[src/rtl/hdr_pkg.sv]
// Shared definitions for the header parser and the MAC lookup stage:
// EtherType constant, header-vector field offsets, flag bit indices,
// the parser FSM state encoding and a helper that packs the vector.
package hdr_pkg;

  localparam logic [15:0] ETHERTYPE_IPV4 = 16'h0800;

  localparam int HV_W       = 200;
  localparam int HV_ID_LSB  = 192;
  localparam int HV_DMAC_LSB = 144;
  localparam int HV_SMAC_LSB = 96;
  localparam int HV_ETYPE_LSB = 80;
  localparam int HV_SRC_LSB = 48;
  localparam int HV_DST_LSB = 16;
  localparam int HV_PROTO_LSB = 8;
  localparam int HV_FLAGS_LSB = 0;

  localparam int FLAG_IPV4  = 0;
  localparam int FLAG_TRUNC = 1;

  typedef enum logic [2:0] {
    ST_IDLE = 3'd0,
    ST_W1   = 3'd1,
    ST_W2   = 3'd2,
    ST_W3   = 3'd3,
    ST_W4   = 3'd4,
    ST_SKIP = 3'd5
  } hdr_state_t;

  // Field order matches the vector layout from dmac down to protocol.
  typedef struct packed {
    logic [47:0] dmac;
    logic [47:0] smac;
    logic [15:0] etype;
    logic [31:0] src;
    logic [31:0] dst;
    logic [7:0]  proto;
  } hdr_fields_t;

  function automatic logic [HV_W-1:0] pack_hdr(input logic [7:0] id,
                                               input hdr_fields_t f,
                                               input logic [7:0] flags);
    return {id, f.dmac, f.smac, f.etype, f.src, f.dst, f.proto, flags};
  endfunction

endpackage

[src/rtl/sat_counter.sv]
// 16-bit event counter that sticks at all-ones instead of wrapping.
module sat_counter (
  input  logic        clk,
  input  logic        reset,
  input  logic        inc,
  output logic [15:0] count
);

  logic [15:0] count_q;
  logic [15:0] count_d;

  // Next count: step on inc unless already saturated.
  always_comb begin
    count_d = count_q;
    if (inc && (count_q != 16'hFFFF)) count_d = count_q + 16'd1;
  end

  // Count register, cleared by the asynchronous active-low reset.
  always_ff @(posedge clk or negedge reset) begin
    if (!reset) count_q <= '0;
    else        count_q <= count_d;
  end

  assign count = count_q;

endmodule

[src/rtl/header_parser.sv]
// Passive L2/IPv4 header extractor on a 64-bit framed stream. Captures
// MACs, EtherType and IPv4 src/dst/protocol and emits one 200-bit header
// vector pulse per accepted packet, tagged with a wrapping 8-bit packet ID.
// Optional statistics outputs are built when HDR_PARSER_STATS_EN is defined.
module header_parser
  import hdr_pkg::*;
#(
  parameter int ID_W = 8
) (
  input  logic          clk,
  input  logic          reset,
  input  logic          in_valid,
  input  logic          in_sop,
  input  logic          in_eop,
  input  logic [63:0]   in_data,
  output logic          headerVector_valid,
  output logic [199:0]  headerVector
`ifdef HDR_PARSER_STATS_EN
  ,
  output logic [15:0]   stat_pkt_cnt,
  output logic [15:0]   stat_err_cnt
`endif
);

  hdr_state_t    state_q, state_d;
  hdr_fields_t   fld_q, fld_d;
  logic [ID_W-1:0] pkt_id_q, pkt_id_d;
  logic [199:0]  hv_q, hv_d;
  logic          hv_valid_q, hv_valid_d;
  logic          emit;
  logic          flag_ipv4;
  logic          flag_trunc;
  logic          err_evt;

  // FSM next state, field capture and emit decision for the current beat.
  always_comb begin
    state_d    = state_q;
    fld_d      = fld_q;
    emit       = 1'b0;
    flag_ipv4  = 1'b0;
    flag_trunc = 1'b0;
    err_evt    = 1'b0;
    if (in_valid) begin
      if (in_sop) begin
        // A sop always starts a fresh capture; an unfinished packet is dropped.
        if (state_q inside {ST_W1, ST_W2, ST_W3, ST_W4}) err_evt = 1'b1;
        fld_d             = '0;
        fld_d.dmac        = in_data[63:16];
        fld_d.smac[47:32] = in_data[15:0];
        if (in_eop) begin
          state_d = ST_IDLE;
          err_evt = 1'b1;
        end else begin
          state_d = ST_W1;
        end
      end else begin
        unique case (state_q)
          ST_W1: begin
            fld_d.smac[31:0] = in_data[63:32];
            fld_d.etype      = in_data[31:16];
            if (in_data[31:16] != ETHERTYPE_IPV4) begin
              emit    = 1'b1;
              state_d = in_eop ? ST_IDLE : ST_SKIP;
            end else if (in_eop) begin
              emit       = 1'b1;
              flag_ipv4  = 1'b1;
              flag_trunc = 1'b1;
              err_evt    = 1'b1;
              state_d    = ST_IDLE;
            end else begin
              state_d = ST_W2;
            end
          end
          ST_W2, ST_W3: begin
            if (state_q == ST_W2) begin
              fld_d.proto = in_data[7:0];
            end else begin
              fld_d.src        = in_data[47:16];
              fld_d.dst[31:16] = in_data[15:0];
            end
            if (in_eop) begin
              emit       = 1'b1;
              flag_ipv4  = 1'b1;
              flag_trunc = 1'b1;
              err_evt    = 1'b1;
              state_d    = ST_IDLE;
            end else begin
              state_d = (state_q == ST_W2) ? ST_W3 : ST_W4;
            end
          end
          ST_W4: begin
            fld_d.dst[15:0] = in_data[63:48];
            emit      = 1'b1;
            flag_ipv4 = 1'b1;
            state_d   = in_eop ? ST_IDLE : ST_SKIP;
          end
          ST_SKIP: begin
            if (in_eop) state_d = ST_IDLE;
          end
          default: ;
        endcase
      end
    end
  end

  // Output vector and packet-ID update on emit; vector holds between emits.
  always_comb begin
    hv_d       = hv_q;
    hv_valid_d = emit;
    pkt_id_d   = pkt_id_q;
    if (emit) begin
      hv_d     = pack_hdr(pkt_id_q, fld_d, {6'b0, flag_trunc, flag_ipv4});
      pkt_id_d = pkt_id_q + 1'b1;
    end
  end

  // State and datapath registers, all cleared by the asynchronous reset.
  always_ff @(posedge clk or negedge reset) begin
    if (!reset) begin
      state_q    <= ST_IDLE;
      fld_q      <= '0;
      pkt_id_q   <= '0;
      hv_q       <= '0;
      hv_valid_q <= 1'b0;
    end else begin
      state_q    <= state_d;
      fld_q      <= fld_d;
      pkt_id_q   <= pkt_id_d;
      hv_q       <= hv_d;
      hv_valid_q <= hv_valid_d;
    end
  end

  assign headerVector_valid = hv_valid_q;
  assign headerVector       = hv_q;

`ifdef HDR_PARSER_STATS_EN
  sat_counter u_pkt_cnt (
    .clk   (clk),
    .reset (reset),
    .inc   (emit),
    .count (stat_pkt_cnt)
  );

  sat_counter u_err_cnt (
    .clk   (clk),
    .reset (reset),
    .inc   (err_evt),
    .count (stat_err_cnt)
  );
`else
  logic unused_err_evt;
  assign unused_err_evt = err_evt;
`endif

endmodule
[config.mk]
export PLATFORM = sky130hd
export DESIGN_NAME = header_parser
export DESIGN_NICKNAME = d
export VERILOG_FILES = /design/src/rtl/hdr_pkg.sv /design/src/rtl/sat_counter.sv /design/src/rtl/header_parser.sv
export SDC_FILE = /design/constraint.sdc
export NUM_CORES = 1
export LEC_CHECK = 0
export ABC_AREA = 1
export CAP_MARGIN = 20
export CORE_ASPECT_RATIO = 1.2
export CORE_UTILIZATION = 40
export CTS_CLUSTER_DIAMETER = 200
export DETAILED_ROUTE_END_ITERATION = 7
export PLACE_DENSITY = 0.61
export SKIP_LAST_GASP = 1
export SLEW_MARGIN = 0
export SYNTH_ARGS = -nofsm -noshare
export SYNTH_HDL_FRONTEND = slang
export SYNTH_HIERARCHICAL = 1
export SYNTH_SLANG_ARGS = --single-unit
[constraint.sdc]
create_clock -name clk -period 2.33 [get_ports clk]
set_input_delay 0.466 -clock clk [delete_from_list [all_inputs] [get_ports clk]]
set_output_delay 0.466 -clock clk [all_outputs]
set_load 0.01 [all_outputs]
# After elaboration in Yosys (flattened, before gate mapping)
# Index checks and enable logic that the tools add are counted.
# op_classes
addsub	1
multipliers	0
n_div	0
n_lt_le_gt_ge	0
n_eq_ne	7
n_shift	0
mux	30
n_bitwise	0
reduce_logical	3
# op_table
operator	n
184-bit 2-to-1 mux	1
48-bit 2-to-1 mux	3
120-bit 2-to-1 mux	1
64-bit 2-to-1 mux	1
3-bit 2-to-1 mux	6
16-bit 2-to-1 mux	1
8-bit 2-to-1 mux	2
16-bit by 12-bit != test with 1-bit output (second input constant)	1
3-bit case mux with 4 select lines	1
1-bit 2-to-1 mux	10
8-bit by 1-bit adder with 8-bit output (second input constant)	1
3-bit by 2-bit equality test with 1-bit output (second input constant)	2
3-bit equality test (second input constant)	2
1-bit case mux with 3 select lines	2
5-bit nonzero test	1
3-bit by 1-bit equality test with 1-bit output (second input constant)	1
3-bit != test (second input constant)	1
3-bit AND reduction	1
2-bit 2-to-1 mux	1
1-bit case mux with 2 select lines	1
2-bit OR reduction	1
# totals
regBits	390
latch_bits	0
ram_bits	0
rom_bits	0
output_inout_bits	201
word_cells	51
memories	0

# Depth between registers and ports, before layout
# logic_depth
depth_word	5
depth_mapped	12
depth_no_buf	10

# Least setup slack after synthesis
# No wires, ideal clock.
# synth_timing
path_type	input to register
from	input port in_data[22]
to	register pkt_id_q[0]
setup_time_ns	0.066
arrival_time_ns	1.494
t_required_ns	2.264
slack_ns	0.770
stages	11
n_path_buf	2
cell_sequence	nor2_1 -> nand2_1 -> nor2_1 -> nand3_1 -> nand2_1 -> nand2_2 -> nand3_2 -> buf_4 -> buf_2 -> nand2_1 -> nand2_1
# synth_via
elab_chain_len	5
# synth_rtl
element	line_no	source
from (decl)	header_parser.sv:15	input logic [63:0] in_data,
16-bit by 12-bit != test with 1-bit output	header_parser.sv:61	if (in_data[31:16] != ETHERTYPE_IPV4) begin
1-bit 2-to-1 mux	header_parser.sv:61	
1-bit case mux with 3 select lines	header_parser.sv:57	unique case (state_q)
1-bit 2-to-1 mux	header_parser.sv:44	if (in_sop) begin
1-bit 2-to-1 mux	header_parser.sv:43	if (in_valid) begin
to (signal assigned)	header_parser.sv:128	pkt_id_q <= pkt_id_d;
to (decl)	header_parser.sv:27	logic [ID_W-1:0] pkt_id_q, pkt_id_d;
# No other way between the ends.
# A chain may end at the register's enable or synchronous reset.

# Worst setup path after layout
# layout_timing
from	register state_q[0]
to	register pkt_id_q[6]
# layout_via
elab_chain_len	5
word_cells_on_any_way	8
# layout_rtl
element	line_no	source
from (decl)	header_parser.sv:25	hdr_state_t state_q, state_d;
from (signal assigned)	header_parser.sv:126	state_q <= state_d;
3-bit by 2-bit equality test with 1-bit output	header_parser.sv:57	
2-bit OR reduction	header_parser.sv:57	
1-bit case mux with 3 select lines *	header_parser.sv:57	
1-bit 2-to-1 mux *	header_parser.sv:44	
1-bit 2-to-1 mux *	header_parser.sv:43	
# Mark *: on every way between the ends. The rest lies on a longest branch, timed or not.

==> impl_metrics.yaml <==
floorplan:
  die-height_um: 225
  die_w_um: 188
  coreArea_mm2: 0.0408
  start_util_pct: 40.7
  die_area_mm2: 0.0424
  num_rows: 81
  ios: 270
critical_path:
  ff2ff_path_depth: 8
  path_cells: "inv_2 -> nor3_2 -> nand2_1 -> nand2_8 -> buf_12 -> nand3_1 -> nand2_1 -> nand2_1"
  crit_slowest_cell: "dfrtp_1"
  critical_path_required_ns: 2.76
  crit_type: "flop to flop"
  crit_top_cell: "nand2_1"
  regToRegEndpoint: "pkt_id_q[6]"
  cp-startpoint: "state_q[0]"
  r2r_start: "state_q[0]"
  r2r_slack_ns: 0.23
  cp-end-kind: "flop"
  cp-endpoint: "pkt_id_q[6]"
  path_buf_inv: 2
  worstSetupStartpointType: "flop"
  crit_path_max_incr_delay_ns: 0.45
  cp.depth: 8
  cp_data_arrival_time_ns: 2.53
  cp_top_family: "simple AND/OR/NAND/NOR gates"
  crit_fanout: 121
sta:
  period_minus_slack_ns: 2.10
  fin_crit_sh_pct: 90.3
  drv_slew: 0
  max_slew_margin_pct: 57.7
  fin_skew_ns: 0.00819
  setup_violations: 0
  rsz0062_at_grt: "false"
  hold_violations: 0
  worst_pin_slew_ns: 0.634
  timing.final.ws_setup_ns: 0.226
  maxClockFrequency_ghz: 0.475
route:
  wl_mm: 43.8
  first_iter_violations: 822
  drc: 0
  antenna_left: 0
  wire_per_inst_um: 16.2
  vias_per_cell: 4.95
  first_pass_iters: 4
  dr_total_vias: 13360
power_and_ir_drop:
  powerDensity_mw_per_mm2: 1260
  ir_drop_mv: 0.925
  leakagePower_nw: 11.2
  p_total_mw: 27.1
global_routing:
  gr-total-overflow: 0
  grt_start_max_net_pins: 122
  antenna_found_initial: 2
  grt_pass1_wl_mm: 71.5
  grt_pass1_vias: 13087
  track_usage_pct: 21.0
place:
  pre_cts_ws_ns: -0.232
  gp_congestion: 0.789
  dp_hpwl_mm: 27.1
  port-buffer-count: 263
  placed_cell_area_mm2: 0.0202
flow_run:
  drv_cap: 0
clock_network:
  cts.repair.resized: 0
  insertion_delay_ns: 0.54
  clock_sinks: 390
  htreeDepth: 2
  cts-buffers-inserted: 41
  cts-root-buf: "clkbuf_16"
  cts.path.max_buffers: 3
  cts_tree: "yes"
  path_clk_slew_ns: 0.06
  postCtsSetupBuffers: 0
  hold_buffers: 1
final_layout:
  regArea_mm2: 0.00976
  multiInputGateArea_mm2: 0.00572
  area_growth_pct: 29.5
  layout-drive-gt1-share_pct: 9.68
  nFillCells: 3741
  final_cell_mix: "nand2_1, dfrtp_1, clkdlybuf4s50_1"
  fin_util_pct: 52.7
  final_common_cell: "nand2_1"
  final_nets: 2201
  final_area_mm2: 0.0215
synthesis:
  synth_seq_cells: 390
  postSynthAreaPerCell_um2: 8.82
  syn-cell-area_mm2: 0.0166
  ys_types: 26
  yosysSeqAreaShare_pct: 58.7
  ys_warn_count: 6
  syn_inst: 1884
min_path:
  min-delay-start: "in_valid"
  hold_path_class: "input pin to flop"
outcome:
  status: "finished, final reports clean"
## flip-flops by register name, indices dropped and copies added, names as in the netlist
| register | flops |
|---|---|
| pkt_id_q | 8 |
| state_q | 3 |
| headerVector | 194 |
| headerVector_valid | 1 |
| fld_q | 184 |
## cells by family after synthesis
group                    count (synthesis)  synth area share (%)
AO/OA/AOI/OAI                            8                 0.264
XOR/XNOR                                 4                 0.211
adder cells (fa/ha/maj)                  1                0.0753
buffers and inverters                  273                  7.28
flip-flops                             390                  58.7
multiplexers                            63                  4.27
other                                    1                0.0226
AND/OR/NAND/NOR                       1144                  29.1
## routing by layer
metal / vias to the layer above / part of all wire (%) / GRT usage [%]
met5: - / 0.039 / 0
met4: 2 / 1.8 / 5.06
met3: 49 / 5.1 / 3.71
met2: 336 / 50 / 35.1
met1: 6498 / 43 / 28.1
li1: 6475 / - / -
## synthesized netlist by cell type
cell type  count  area [µm²]
nand2_2        2        12.5
xor2_1         2        17.5
dfrtp_1      390        9760
nand4_1      202        1260
inv_2          5        18.8
inv_1        129         484
nor4_1         1        6.26
nor2_1       255         957
o211ai_1       1        7.51
clkbuf_1      37         139
nand3_2        2        20.0
buf_6          4        45.0
nand3_1       13        65.1
a21oi_1        3        15.0
nor3_2         1        10.0
xnor2_1        2        17.5
buf_4         20         150
nor3_1         1        5.00
ha_1           1        12.5
nand2_1      667        2500
o21ai_0        3        15.0
buf_2         64         320
o22ai_1        1        6.26
conb_1         1        3.75
buf_1         14        52.6
mux2_2        63         709
## cell type report
cell class | instances | share of cell area [%]
Antenna cell | 1 | 0.0116
Clock buffer | 60 | 5.57
Clock inverter | 10 | 0.744
Inverter | 134 | 2.36
Multi-Input combinational cell | 1226 | 26.6
Sequential cell | 390 | 45.3
Tap cell | 539 | 3.13
Timing Repair Buffer | 338 | 16.3
## report_power, final
part	switching (mW)	leakage (nW)	internal, mW
sequential	1.24	5.08	9.18
clock	2.64	0.663	4.01
combinational	5.69	5.43	4.37
## metrics by stage
step | hold WS [ns] | std cells | setup TNS [ns]
final | 0.313 | 2698 | 0
after detailed placement | 0.457 | 2626 | -34.86
after global placement | 0.454 | 2626 | -39.03
after global routing | 0.339 | 2698 | 0
after floorplan | 0.170 | 1889 | 0
after CTS | 0.304 | 2697 | 0
## worst reg2reg max path: cells and delay by family, from the launching register on
| kind | cells | cell delay, ns |
|---|---|---|
| AND/OR/NAND/NOR | 6 | 1.07 |
| buffers and inverters | 2 | 0.48 |
| flip-flops | 1 | 0.45 |
## worst min path at each step
stage                              endpoint  slack, ns  cells past startpoint
final                       headerVector[1]       0.31                      3
after global routing        headerVector[1]       0.34                      3
after CTS                        state_q[2]       0.30                      3
after detailed placement   headerVector[12]       0.46                      1
after global placement    headerVector[132]       0.45                      1
after floorplan                    fld_q[0]       0.17                      0
No activity file was read; power rests on OpenSTA's default activity.
